==> config.mk <==
export PLATFORM = sky130hd
export DESIGN_NAME = psum_wb_ctrl_flat
export DESIGN_NICKNAME = d
export VERILOG_FILES = /design/src/rtl/psum_wb_ctrl_pkg.sv /design/src/rtl/psum_wb_ctrl_if.sv /design/src/rtl/psum_wb_ctrl.sv /design/src/flat_wrapper.sv
export SDC_FILE = /design/constraint.sdc
export NUM_CORES = 1
export LEC_CHECK = 0
export ABC_AREA = 1
export CORE_UTILIZATION = 39
export CTS_CLUSTER_DIAMETER = 50
export DETAILED_ROUTE_END_ITERATION = 8
export PLACE_DENSITY = 0.77
export REMOVE_ABC_BUFFERS = 1
export SLEW_MARGIN = 20
export SYNTH_ARGS = -nofsm -noshare
export SYNTH_HDL_FRONTEND = slang
export SYNTH_SLANG_ARGS = --single-unit
==> constraint.sdc <==
create_clock -name clk -period 4.85 [get_ports clk]
set_clock_uncertainty 0.05 [all_clocks]
set_input_delay 0.7275 -clock clk [delete_from_list [all_inputs] [get_ports clk]]
set_output_delay 0.7275 -clock clk [all_outputs]
set_load 0.05 [all_outputs]
==> src/rtl/psum_wb_ctrl_pkg.sv <==
// rtl/psum_wb_ctrl_pkg.sv - shared state encoding and width defaults for the psum write-back controller
package psum_wb_ctrl_pkg;

    localparam int PSUM_BW_DEF = 16;
    localparam int COL_DEF     = 8;
    localparam int ADDR_BW_DEF = 11;

    typedef enum logic [1:0] {
        ST_IDLE  = 2'd0,
        ST_DRAIN = 2'd1,
        ST_FLUSH = 2'd2,
        ST_DONE  = 2'd3
    } wb_state_e;

endpackage

==> src/rtl/psum_wb_ctrl_if.sv <==
// rtl/psum_wb_ctrl_if.sv - job control, OFIFO and psum memory signals of the write-back controller
interface psum_wb_ctrl_if
    import psum_wb_ctrl_pkg::*;
#(
    parameter int psum_bw = PSUM_BW_DEF,
    parameter int col     = COL_DEF,
    parameter int addr_bw = ADDR_BW_DEF
);
    logic                     start;
    logic [addr_bw-1:0]       base_addr;
    logic [addr_bw-1:0]       count;
    logic                     abort;
    logic                     ofifo_valid;
    logic [psum_bw*col-1:0]   ofifo_rdata;
    logic                     ofifo_rd;
    logic                     mem_cen;
    logic                     mem_wen;
    logic [addr_bw-1:0]       mem_addr;
    logic [psum_bw*col-1:0]   mem_d;
    logic                     busy;
    logic                     done;

    modport master (
        output start, base_addr, count, abort, ofifo_valid, ofifo_rdata,
        input  ofifo_rd, mem_cen, mem_wen, mem_addr, mem_d, busy, done
    );

    modport slave (
        input  start, base_addr, count, abort, ofifo_valid, ofifo_rdata,
        output ofifo_rd, mem_cen, mem_wen, mem_addr, mem_d, busy, done
    );
endinterface

==> src/rtl/psum_wb_ctrl.sv <==
// rtl/psum_wb_ctrl.sv - drains OFIFO words into consecutive psum memory addresses
module psum_wb_ctrl
    import psum_wb_ctrl_pkg::*;
#(
    parameter int psum_bw = PSUM_BW_DEF,
    parameter int col     = COL_DEF,
    parameter int addr_bw = ADDR_BW_DEF
) (
    input logic           clk,
    input logic           reset,
    psum_wb_ctrl_if.slave bus
);
    wb_state_e              state_q, state_d;
    logic [addr_bw-1:0]     remaining_q, remaining_d;
    logic [addr_bw-1:0]     wptr_q, wptr_d;
    logic [addr_bw-1:0]     mem_addr_q, mem_addr_d;
    logic [psum_bw*col-1:0] mem_d_q, mem_d_d;
    logic                   wr_q, wr_d;
    logic                   pop;

    always_ff @(posedge clk or posedge reset) begin
        if (reset) begin
            state_q     <= ST_IDLE;
            remaining_q <= '0;
            wptr_q      <= '0;
            mem_addr_q  <= '0;
            mem_d_q     <= '0;
            wr_q        <= 1'b0;
        end else begin
            state_q     <= state_d;
            remaining_q <= remaining_d;
            wptr_q      <= wptr_d;
            mem_addr_q  <= mem_addr_d;
            mem_d_q     <= mem_d_d;
            wr_q        <= wr_d;
        end
    end

    always_comb begin
        state_d     = state_q;
        remaining_d = remaining_q;
        wptr_d      = wptr_q;
        mem_addr_d  = mem_addr_q;
        mem_d_d     = mem_d_q;
        wr_d        = 1'b0;
        pop         = 1'b0;

        case (state_q)
            ST_IDLE: begin
                if (bus.start) begin
                    if (bus.count != '0) begin
                        state_d     = ST_DRAIN;
                        remaining_d = bus.count;
                        wptr_d      = bus.base_addr;
                    end else begin
                        state_d = ST_DONE;
                    end
                end
            end
            ST_DRAIN: begin
                // abort only blocks new pops; a write registered last cycle is already on the bus
                pop = bus.ofifo_valid && (remaining_q != '0) && !bus.abort;
                if (bus.abort) begin
                    state_d = ST_DONE;
                end else if (pop) begin
                    remaining_d = remaining_q - addr_bw'(1);
                    if (remaining_q == addr_bw'(1)) begin
                        state_d = ST_FLUSH;
                    end
                end
            end
            ST_FLUSH: state_d = ST_DONE;
            ST_DONE:  state_d = ST_IDLE;
            default:  state_d = ST_IDLE;
        endcase

        if (pop) begin
            mem_d_d    = bus.ofifo_rdata;
            mem_addr_d = wptr_q;
            wptr_d     = wptr_q + addr_bw'(1);
            wr_d       = 1'b1;
        end
    end

    assign bus.ofifo_rd = pop;
    assign bus.mem_cen  = ~wr_q;
    assign bus.mem_wen  = ~wr_q;
    assign bus.mem_addr = mem_addr_q;
    assign bus.mem_d    = mem_d_q;
    assign bus.busy     = (state_q != ST_IDLE);
    assign bus.done     = (state_q == ST_DONE);
endmodule

==> src/flat_wrapper.sv <==
// flat-port wrapper written by rule: the top's interface ports become plain ports
module psum_wb_ctrl_flat import psum_wb_ctrl_pkg::*;
#(
    parameter int psum_bw = PSUM_BW_DEF,
    parameter int col     = COL_DEF,
    parameter int addr_bw = ADDR_BW_DEF
)
  (clk, reset, bus_start, bus_base_addr, bus_count, bus_abort, bus_ofifo_valid, bus_ofifo_rdata, bus_ofifo_rd, bus_mem_cen, bus_mem_wen, bus_mem_addr, bus_mem_d, bus_busy, bus_done);
  psum_wb_ctrl_if #(.psum_bw(psum_bw), .col(col), .addr_bw(addr_bw)) bus_i ();
  input logic clk;
  input logic reset;
  input wire logic [$bits(bus_i.start)-1:0] bus_start;
  input wire logic [$bits(bus_i.base_addr)-1:0] bus_base_addr;
  input wire logic [$bits(bus_i.count)-1:0] bus_count;
  input wire logic [$bits(bus_i.abort)-1:0] bus_abort;
  input wire logic [$bits(bus_i.ofifo_valid)-1:0] bus_ofifo_valid;
  input wire logic [$bits(bus_i.ofifo_rdata)-1:0] bus_ofifo_rdata;
  output wire logic [$bits(bus_i.ofifo_rd)-1:0] bus_ofifo_rd;
  output wire logic [$bits(bus_i.mem_cen)-1:0] bus_mem_cen;
  output wire logic [$bits(bus_i.mem_wen)-1:0] bus_mem_wen;
  output wire logic [$bits(bus_i.mem_addr)-1:0] bus_mem_addr;
  output wire logic [$bits(bus_i.mem_d)-1:0] bus_mem_d;
  output wire logic [$bits(bus_i.busy)-1:0] bus_busy;
  output wire logic [$bits(bus_i.done)-1:0] bus_done;
  assign bus_i.start = bus_start;
  assign bus_i.base_addr = bus_base_addr;
  assign bus_i.count = bus_count;
  assign bus_i.abort = bus_abort;
  assign bus_i.ofifo_valid = bus_ofifo_valid;
  assign bus_i.ofifo_rdata = bus_ofifo_rdata;
  assign bus_ofifo_rd = bus_i.ofifo_rd;
  assign bus_mem_cen = bus_i.mem_cen;
  assign bus_mem_wen = bus_i.mem_wen;
  assign bus_mem_addr = bus_i.mem_addr;
  assign bus_mem_d = bus_i.mem_d;
  assign bus_busy = bus_i.busy;
  assign bus_done = bus_i.done;
  psum_wb_ctrl #(.psum_bw(psum_bw), .col(col), .addr_bw(addr_bw)) u_core (.clk(clk), .reset(reset), .bus(bus_i));
endmodule
# Word-level counts from Yosys, hierarchy flattened
# Index checks and enable logic that the tools add are counted.
# word_totals
out_inout_bits	144
register_bits	164
inputBits	155
# classes
n_eq_ne	10
n_addsub	2
bitwise	1
reduce_logical	14
muxes	17
# ops
op	count
$mux W11	8
$pmux W11 S2	1
$reduce_bool A11 Y1	2
$add A11 B1 Y11 const B	1
$eq A11 B1 Y1 const B	1
$sub A11 B1 Y11 const B	1
$mux W2	5
$reduce_bool A2 Y1	5
$pmux W2 S4	1
$ne A3 B2 Y1 const B	2
$reduce_and A3 Y1	2
$reduce_and A5 Y1	1
$eq A2 B2 Y1 const B	2
$ne A2 B1 Y1 const B	2
$ne A2 B2 Y1 const B	2
$eq A2 B1 Y1 const B	1
$logic_and A1 B1 Y1	2
$logic_not A2 Y1	1
$mux W1	2
$logic_not A1 Y1	1
$not A1 Y1	1

# Logic depth before layout (Yosys ltp)
# Gate-level depths: netlist of run 1.
# logic_depth
depth_word	6
mapped_depth	11
mapped_depth_nobuf	10

# Worst setup path before layout of run 1
# Ideal clock, no wire load.
# synth_path
kind	register -> output
startpoint	register u_core.state_q[1]
endpoint	output bus_ofifo_rd
slack_ps	2589
n_path_buf	1
stages_incl_launch_ff	8
t_arrival_ps	1483
path_cell_list	dfrtp_1 inv_1 ha_1 inv_2 nor2_1 nand3_2 inv_2 buf_2
# synth_between
elab_chain_len	2
# synth_lines
element	line_no	rtl
start: declaration	psum_wb_ctrl.sv:13	wb_state_e state_q, state_d;
start signal: assignment	psum_wb_ctrl.sv:30	state_q <= state_d;
$eq A2 B1 Y1	psum_wb_ctrl.sv:48	case (state_q)
$mux W1	psum_wb_ctrl.sv:48	
end: declaration	flat_wrapper.sv:18	output wire logic [$bits(bus_i.ofifo_rd)-1:0] bus_ofifo_rd;
# Every way passes these cells.

# Worst setup path after layout of run 1
# Ends and elaborated chain as after synthesis.

==> results of run 1 <==
==> cell families after synthesis <==
logic type               Yosys count  synth area share
buffers and inverters             75            0.0575
AO/OA/AOI/OAI                     19            0.0142
flip-flops                       164             0.575
XOR/XNOR                           7           0.00859
AND/OR/NAND/NOR                  618             0.334
adder cells (fa/ha/maj)            6            0.0105
==> worst max path at each step <==
stage                            startpoint                end  slack, ps  depth (start not counted)
final                     u_core.state_q[1]       bus_ofifo_rd       1260                          7
after detailed placement          bus_abort   u_core.wptr_q[7]       1360                          9
after CTS                 u_core.state_q[1]       bus_ofifo_rd       1260                          7
after global routing      u_core.state_q[1]       bus_ofifo_rd       1070                          7
after floorplan           u_core.state_q[1]       bus_ofifo_rd       -710                          6
after global placement            bus_abort  u_core.wptr_q[10]       1390                          9
==> area by class of cell <==
cell class                 instances  area [um2]  share of cell area
clock inverter                    13         163              0.0150
sequential                       164        4100               0.379
clock buffer                      19         443              0.0409
timing repair buffer             303        3040               0.281
inverter                          39         154              0.0142
multi-input combinational        650        2630               0.243
tap                              229         287              0.0265
==> worst max-delay path: cells and delay by family (launching register included) <==
kind	cells	cell delay, ps
flops	1	410
buf+inv	4	1070
simple gates	2	380
fa+ha+maj	1	480
==> registers in the layout, indices dropped and copies added, names as in the netlist <==
signal,flops
u_core.state_q,2
u_core.wr_q,1
u_core.bus.mem_d,128
u_core.remaining_q,11
u_core.wptr_q,11
u_core.bus.mem_addr,11
==> per-stage QoR <==
| stage | power (mW) | hold WS (ps) |
|---|---|---|
| after floorplan | 5.75 | 392 |
| after detailed placement | 7.52 | 412 |
| after CTS | 8.95 | 427 |
| after global routing | 9.40 | 444 |
| final | 8.88 | 422 |
| after global placement | 7.44 | 409 |
==> power by group <==
part | internal, mW | switching (mW) | leakage, nW
clock | 0.793 | 0.598 | 0.288
combinational | 1.60 | 3.38 | 3.11
sequential | 2.07 | 0.435 | 2.04
==> cells in the mapped netlist <==
master,n,area [um2]
a21oi_1,4,20.0
buf_2,10,50.1
buf_4,17,128
buf_6,7,78.8
clkbuf_1,2,7.51
clkinv_1,2,7.51
dfrtp_1,164,4100
ha_1,6,75.1
inv_1,35,131
inv_2,2,7.51
nand2_1,554,2080
nand2_2,3,18.8
nand3_1,31,155
nand3_2,1,10.0
nand4_1,1,6.26
nor2_1,24,90.1
nor2_2,2,12.5
nor3_1,1,5.00
o211ai_1,1,7.51
o21ai_0,13,65.1
o21ai_2,1,8.76
or2_1,1,6.26
xnor2_1,1,8.76
xor2_1,6,52.6
==> layer usage <==
layer	GRT usage	wire [um]
met4	0.0842	550
met3	0.0563	1410
met5	0	0
met1	0.253	8290
met2	0.336	9240
==> metrics.txt, run 1 <==
result of the run=finished clean; HP Start=u_core.remaining_q[1]; Layout Area Growth over Synthesis=51.7%; wire length of the first global-routing pass=approximately 30000 um; number of detailed-route iterations in the first pass=5; Design Area, Final=0.0108 mm2; Worst slew margin=0.261; filler instances=between 1500 and 2000; total routing resource utilization after global routing=0.204; crit path capture type=output pin; pre-CTS worst setup slack=around 1400 ps; placed cell count=~1400; width of the chip=137 um; Antenna Cells=0; mean instance size in the synthesized netlist=8.03 um2; Util after Layout=0.602; final number of setup-violating endpoints=0; vias per cell=~4.6; Post-Route Setup TNS=0 ps; clock buffer depth=2; cells resized by post-CTS repair=0; critical path required time=approximately 4100 ps; htree depth=4; largest net degree at the start of global routing=110; Die H=between 100 and 150 um; total wire length after detailed routing=19500 um; slowest CP cell=inv_4; worst-skew pair later-pin latency=between 400 and 500 ps; clock tree from TritonCTS=yes; number of sinks handled by clock tree synthesis=about 160; static power due to leakage=around 5.4 nW; beginning of the worst register-to-register path=u_core.state_q[1]; number of synthesis warnings=0; Worst Path Arrival=approximately 2800 ps; total standard cell area after synthesis=between 0.007 and 0.008 mm2; placed inst area=0.0102 mm2; number of antenna violations at the first check in global routing=0; Detail Placement HPWL=about 14000 um; timing-limited maximum frequency=approximately 280 MHz; final period demand of the worst path=roughly 3600 ps; power density over the cells=just over 800 mW/mm2; number of global-route vias before repair=6148; cells traversed along the worst timing path=inv_1 -> ha_1 -> inv_2 -> nor2_1 -> nand3_4 -> inv_4 -> buf_12; First DRT Iteration DRCs=roughly 360; leading cell type in the layout, fill and taps excluded=nand2_1; final period utilization=0.740; RSZ-0062 raised after global routing=false; Slew Viols, Final=0; R2R depth=11; starting density of the core=0.397; worst IR drop on VDD=between 500 and 600 uV; final number of hold-violating endpoints=0; RR Endpoint=u_core.wptr_q[0]; hold-critical path depth=2; number of buffers created by CTS=17; gate count of the mapped netlist=889; remaining routing DRC violations=0; count of hold-fix buffers inserted at cts=0; Total Die Area=0.0188 mm2; total via count in the routed design=around 6500; io pins=299; WL/cell=13.8 um; CP max stage delay=510 ps; slack of the worst reg-to-reg path=1520 ps; setup slack of the critical path after layout=approximately 1300 ps; total global routing overflow=0; Synth Register Bits=roughly 160; Core Rows=49; filler-free cell count of the finished design=around 1400; GPL Wtd Cong=between 0.8 and 0.9; clock-pin slew on the worst setup and hold paths=approximately 70 ps; number of setup buffers added after CTS=0; root buffer cell=clkbuf_16; Seq/Total Area, Yosys=0.575; pin slew with the least headroom to its limit=1110 ps; Core Footprint=about 0.018 mm2; residual antenna-violating net count after detailed routing=0; max-cap violation count=0; Setup CP Type=flop to output pin; share of post-route cells with drive strength above 1=0.0396; net total in the final layout=~1300; worst min-delay path endpoint=u_core.remaining_q[1]; IO buf count=298; number of distinct library cells after synthesis=24; class of the most critical hold timing path=flop to flop; type of origin of the critical path=flop; largest fanout on the critical path=68; commonest non-fill, non-tap cells in the layout=nand2_1 (554), clkdlybuf4s50_1 (297), dfrtp_1 (164)
Note: power is estimated with default switching activity, not from simulation.
==> inputs of run 2 (changes only) <==
clock period = 3.05 ns   (was 4.85 ns; I/O delays follow)
==> run 2 against run 1 <==
Effect of this change: worst setup slack lost 840 ps; utilization rose by 0.17 points; non-clock buffer count up 3; flip-flop and latch count did not move; sequential power grew 59%; total power grew 58%; worst hold slack lost 9.4 ps; wire length down 0.84%; global-route usage is 0.095 points lower; critical path type unchanged.
==> metrics.txt, run 2 (synthesis results as in run 1) <==
commonest non-fill, non-tap cells in the layout=nand2_1 (554), clkdlybuf4s50_1 (297), dfrtp_1 (164) (unchanged); final number of hold-violating endpoints=0 (unchanged); htree depth=4 (unchanged); total routing resource utilization after global routing=0.203 (was 0.204); final number of setup-violating endpoints=0 (unchanged); slack of the worst reg-to-reg path=820 ps (was 1520 ps); Layout Area Growth over Synthesis=52.1% (was 51.7%); RSZ-0062 raised after global routing=false (unchanged); class of the most critical hold timing path=primary input to asynchronous set/reset pin (was flop to flop); total via count in the routed design=6468 (was 6543); largest net degree at the start of global routing=100 (was 110); residual antenna-violating net count after detailed routing=0 (unchanged); Detail Placement HPWL=13800 um (was 13600 um); Core Footprint=0.0180 mm2 (unchanged); largest fanout on the critical path=5 (was 68); family with the most delay on the worst path=buffers and inverters (unchanged); final period utilization=0.861; Total Die Area=0.0188 mm2 (unchanged); critical path required time=2540 ps (was 4070 ps); count of hold-fix buffers inserted at cts=0 (unchanged); Core Rows=49 (unchanged); Setup CP Type=flop to output pin (unchanged); placed cell count=1388 (was 1385); First DRT Iteration DRCs=458 (was 364); clock tree from TritonCTS=yes (unchanged); worst-skew pair later-pin latency=410 ps (was 420 ps); cells traversed along the worst timing path=inv_1 -> ha_1 -> inv_1 -> clkdlybuf4s50_1 (was inv_1 -> ha_1 -> inv_2 -> nor2_1 -> nand3_4 -> inv_4 -> buf_12); number of antenna violations at the first check in global routing=0 (unchanged); result of the run=finished clean (unchanged); remaining routing DRC violations=0 (unchanged); number of global-route vias before repair=5899 (was 6148); slowest CP cell=clkdlybuf4s50_1 (was inv_4); cells resized by post-CTS repair=0 (unchanged); pin slew with the least headroom to its limit=594 ps (was 1110 ps); Pint=7.02 mW (was 4.46 mW); final period demand of the worst path=~2600 ps; filler-free cell count of the finished design=1419 (was 1417); GPL Wtd Cong=0.813 (was 0.863); type of origin of the critical path=flop (unchanged); starting density of the core=0.397 (unchanged); width of the chip=137 um (unchanged); total global routing overflow=0 (unchanged); Clock Power Share=0.147 (was 0.157); clock-pin slew on the worst setup and hold paths=70 ps (about the same); combinational share of power=0.568 (was 0.561); CP max stage delay=820 ps (was 510 ps); net switching component of the power=6.97 mW (was 4.41 mW); max-cap violation count=0 (unchanged); number of detailed-route iterations in the first pass=7 (was 5); sequential cell fraction of total power=0.285 (was 0.282); vias per cell=4.56 (was 4.62); total wire length after detailed routing=19300 um (was 19500 um); WL/cell=13.6 um (was 13.8 um); number of buffers created by CTS=17 (unchanged); flip-flop count of the largest register after layout=128 (unchanged); timing-limited maximum frequency=roughly 380 MHz; Die H=137 um (unchanged); critical path buffer and inverter count=3 (was 4); Worst slew margin=0.604 (was 0.261); cell repeated most along the worst path=inv_1; Util after Layout=0.604 (was 0.602); power density over the cells=1290 mW/mm2 (was 820 mW/mm2); io pins=299 (unchanged); number of setup buffers added after CTS=0 (unchanged); IO buf count=298 (unchanged); leading cell type in the layout, fill and taps excluded=nand2_1 (unchanged); wire length of the first global-routing pass=29600 um (was 29900 um); net total in the final layout=1339 (was 1336); Worst Path Arrival=2120 ps (was 2810 ps); Antenna Cells=0 (unchanged); clock buffer depth=2 (unchanged); switching share of power=0.498 (was 0.497); Slew Viols, Final=0 (unchanged); worst IR drop on VDD=733 uV (was 550 uV); root buffer cell=clkbuf_16 (unchanged); static power due to leakage=5.45 nW (was 5.44 nW); crit path capture type=output pin (unchanged); number of sinks handled by clock tree synthesis=164 (unchanged); share of post-route cells with drive strength above 1=0.0412 (was 0.0396)
## run 2: cell count changes in the layout (fill, tap and decap cells not counted), sizes merged
cell and change:
buf +3, bufinv -1, clkinvlp +1, inv -1
## run 2: path summary, 6_finish.rpt
kind | to | from | depth (start not counted)
setup reg to reg | u_core.wptr_q[0] | u_core.state_q[1] | 11
setup / recovery | bus_busy | u_core.state_q[0] | 4
hold / removal | u_core.bus.mem_d[36] | reset | 2
hold reg to reg | u_core.remaining_q[1] | u_core.remaining_q[1] | 2
min in group clk | u_core.remaining_q[1] | u_core.remaining_q[1] | 2
max in group asynchronous | u_core.bus.mem_d[101] | reset | 3
## run 2: layout make-up
class	instances	area [um2]
fill	1548	7110
sequential	164	4100
timing repair buffer	306	3120
multi-input combinational	650	2630
clock buffer	19	443
tap	229	287
inverter	39	154
clock inverter	12	120
## run 2: power groups by stage
stage          sequential [mW]  clock, mW  combinational (mW)
2_1_floorplan             7.27          0                1.88
3_3_place_gp              3.96          0                7.90
3_5_place_dp              3.99          0                7.99
4_1_cts                   3.98       2.11                8.00
5_1_grt                   4.12       2.20                8.49
6_report                  3.98       2.06                7.94
## run 2: routing by layer
| metal | global-route usage | wire length, um | vias to the layer above |
|---|---|---|---|
| met2 | 0.326 | 9250 | 211 |
| li1 | - | - | 3267 |
| met4 | 0.0629 | 284 | 0 |
| met1 | 0.266 | 8240 | 2967 |
| met5 | 0 | 0 | - |
| met3 | 0.0570 | 1550 | 23 |
## run 2: stage by stage
step	power, mW	TNS, ps	setup WS [ps]	hold slack (ps)	instance area [um2]
floorplan	9.15	-613870	-2240	392	6870
global placement	11.9	0	745	408	10300
detailed placement	12.0	0	713	409	10300
CTS	14.1	0	392	416	10900
global route	14.8	0	290	445	10900
finish	14.0	0	422	412	10900
==> inputs of run 3 (changes only) <==
ABC_CLOCK_PERIOD_IN_PS = 3050   (was default)
CAP_MARGIN = 40   (was default)
CORE_UTILIZATION = 40   (was 39)
CTS_BUF_LIST = sky130_fd_sc_hd__clkbuf_4 sky130_fd_sc_hd__clkbuf_8   (was default)
PLACE_DENSITY = 0.79   (was 0.77)
==> run 3 against run 2 <==
Effect of this change: count of clock-buffer cells in the layout did not move; combinational power barely moved; clock power fell by 24%; critical path depth rose by 3; wire length rose by 3.0%; critical endpoint is now bus_ofifo_rd.
==> metrics.txt, run 3 (synthesis results as in run 1) <==
result of the run=finished clean (unchanged); number of sinks handled by clock tree synthesis=164 (unchanged); clock buffer depth=2 (unchanged); Worst slew margin=0.599 (was 0.604); total via count in the routed design=6573 (was 6468); GPL Wtd Cong=0.861 (was 0.813); largest fanout on the critical path=35 (was 5); total wire length after detailed routing=19900 um (was 19300 um); number of global-route vias before repair=6296 (was 5899); Power, Total=13.5 mW (was 14.0 mW); beginning of the worst register-to-register path=u_core.state_q[1] (unchanged); First DRT Iteration DRCs=310 (was 458); class of the most critical hold timing path=primary input to asynchronous set/reset pin (unchanged); clock-pin slew on the worst setup and hold paths=100 ps (was 70 ps); slowest CP cell=dfrtp_1 (was clkdlybuf4s50_1); critical path buffer and inverter count=4 (was 3); area taken by flip-flops and latches=0.00410 mm2 (unchanged); Core Footprint=0.0174 mm2 (was 0.0180 mm2); timing-limited maximum frequency=357 MHz (was 381 MHz); final hold slack=365 ps (was 412 ps); clock tree from TritonCTS=yes (unchanged); crit path capture type=output pin (unchanged); final number of hold-violating endpoints=0 (unchanged); max-cap violation count=0 (unchanged); Worst Path Arrival=2290 ps (was 2120 ps); net total in the final layout=1343 (was 1339); worst IR drop on VDD=753 uV (was 733 uV); Post-Route Setup TNS=0 ps (unchanged); Detail Placement HPWL=14500 um (was 13800 um); leading cell type in the layout, fill and taps excluded=nand2_1 (unchanged); Core Rows=48 (was 49); wire length of the first global-routing pass=31200 um (was 29600 um); residual antenna-violating net count after detailed routing=0 (unchanged); share of post-route cells with drive strength above 1=0.0460 (was 0.0412); final period utilization=0.918 (was 0.861); worst-skew pair later-pin latency=450 ps (was 410 ps); starting density of the core=0.411 (was 0.397); Layout Area Growth over Synthesis=50.0% (was 52.1%); commonest non-fill, non-tap cells in the layout=nand2_1 (554), clkdlybuf4s50_1 (297), dfrtp_1 (164) (unchanged); number of setup buffers added after CTS=0 (unchanged); final number of setup-violating endpoints=0 (unchanged); Setup CP Type=flop to output pin (unchanged); RSZ-0062 raised after global routing=false (unchanged); count of hold-fix buffers inserted at cts=0 (unchanged); Antenna Cells=0 (unchanged); vias per cell=4.63 (was 4.56); remaining routing DRC violations=0 (unchanged); multi-input combinational cell area=0.00263 mm2 (unchanged); IO buf count=298 (unchanged); pin slew with the least headroom to its limit=600 ps (was 594 ps); CP max stage delay=420 ps (was 820 ps); Die H=136 um (was 137 um); final period demand of the worst path=2800 ps (was 2630 ps); filler instances=1524 (was 1548); width of the chip=136 um (was 137 um); Total Die Area=0.0184 mm2 (was 0.0188 mm2); cells resized by post-CTS repair=0 (unchanged); type of origin of the critical path=flop (unchanged); total global routing overflow=0 (unchanged); largest net degree at the start of global routing=61 (was 100); flip-flop count of the largest register after layout=128 (unchanged); number of buffers created by CTS=17 (unchanged); family with the most delay on the worst path=buffers and inverters (unchanged); number of antenna violations at the first check in global routing=0 (unchanged); htree depth=4 (unchanged); total routing resource utilization after global routing=0.219 (was 0.203); launching instance or port of the critical path=u_core.state_q[1] (was u_core.state_q[0]); power density over the cells=1260 mW/mm2 (was 1290 mW/mm2); number of detailed-route iterations in the first pass=5 (was 7); root buffer cell=clkbuf_8 (was clkbuf_16); io pins=299 (unchanged); cells traversed along the worst timing path=inv_1 -> ha_1 -> inv_2 -> nor2_1 -> nand3_4 -> inv_4 -> buf_12 (was inv_1 -> ha_1 -> inv_1 -> clkdlybuf4s50_1); WL/cell=14.0 um (was 13.6 um); Slew Viols, Final=0 (unchanged); static power due to leakage=5.40 nW (was 5.45 nW); critical path required time=2540 ps (about the same)
==> run 3: changes by cell type in the layout (fill, tap and decap cells not counted), sizes merged <==
cell      delta
buf          +4
clkinv       +3
clkinvlp     -2
==> run 3: worst reg2reg max path, cell delays in order, from the launching register on <==
cell and delay [ps]:
dfrtp_1 420, inv_1 100, ha_1 190, inv_2 130, nor2_1 230, nand3_4 190
inv_4 350, buf_4 380, nand2_1 100, nand2_1 70, nand2_1 40
==> run 3: worst paths after layout <==
path / to / slack [ps] / depth (start not counted)
min in group clk: u_core.bus.mem_addr[2] / 430 / 2
worst max-delay path: bus_ofifo_rd / 250 / 7
worst min register to register: u_core.bus.mem_addr[2] / 430 / 2
worst min-delay path: u_core.bus.mem_d[107] / 360 / 2
max in group asynchronous: u_core.bus.mem_d[20] / 1830 / 3
worst max register to register: u_core.wptr_q[4] / 680 / 10
==> run 3: stage by stage <==
stage / setup slack, ps / area [um2] / utilization / instances
2_1_floorplan: -2240 / 6870 / - / 853
3_3_place_gp: 620 / 10300 / 0.592 / 1387
3_5_place_dp: 600 / 10300 / 0.594 / 1388
4_1_cts: 199 / 10700 / 0.617 / 1420
5_1_grt: 88.6 / 10700 / 0.617 / 1420
6_report: 251 / 10700 / 0.617 / 1420
==> run 3: power by group <==
| group | switching (mW) | leakage, nW | internal, mW |
|---|---|---|---|
| logic | 5.39 | 3.16 | 2.58 |
| clock network | 0.869 | 0.198 | 0.705 |
| registers | 0.700 | 2.04 | 3.28 |
==> run 3: layer usage <==
metal / global-route usage / part of all wire
met1: 0.272 / 0.41
met2: 0.365 / 0.50
met3: 0.0572 / 0.072
met4: 0.0805 / 0.018
met5: 0 / 0
==> run 3: cell type report <==
cell class,count,share of cell area
clock buffer,19,0.0238
clock inverter,13,0.0130
inverter,39,0.0144
multi-input combinational,650,0.246
sequential,164,0.383
tap,225,0.0263
timing repair buffer,310,0.293
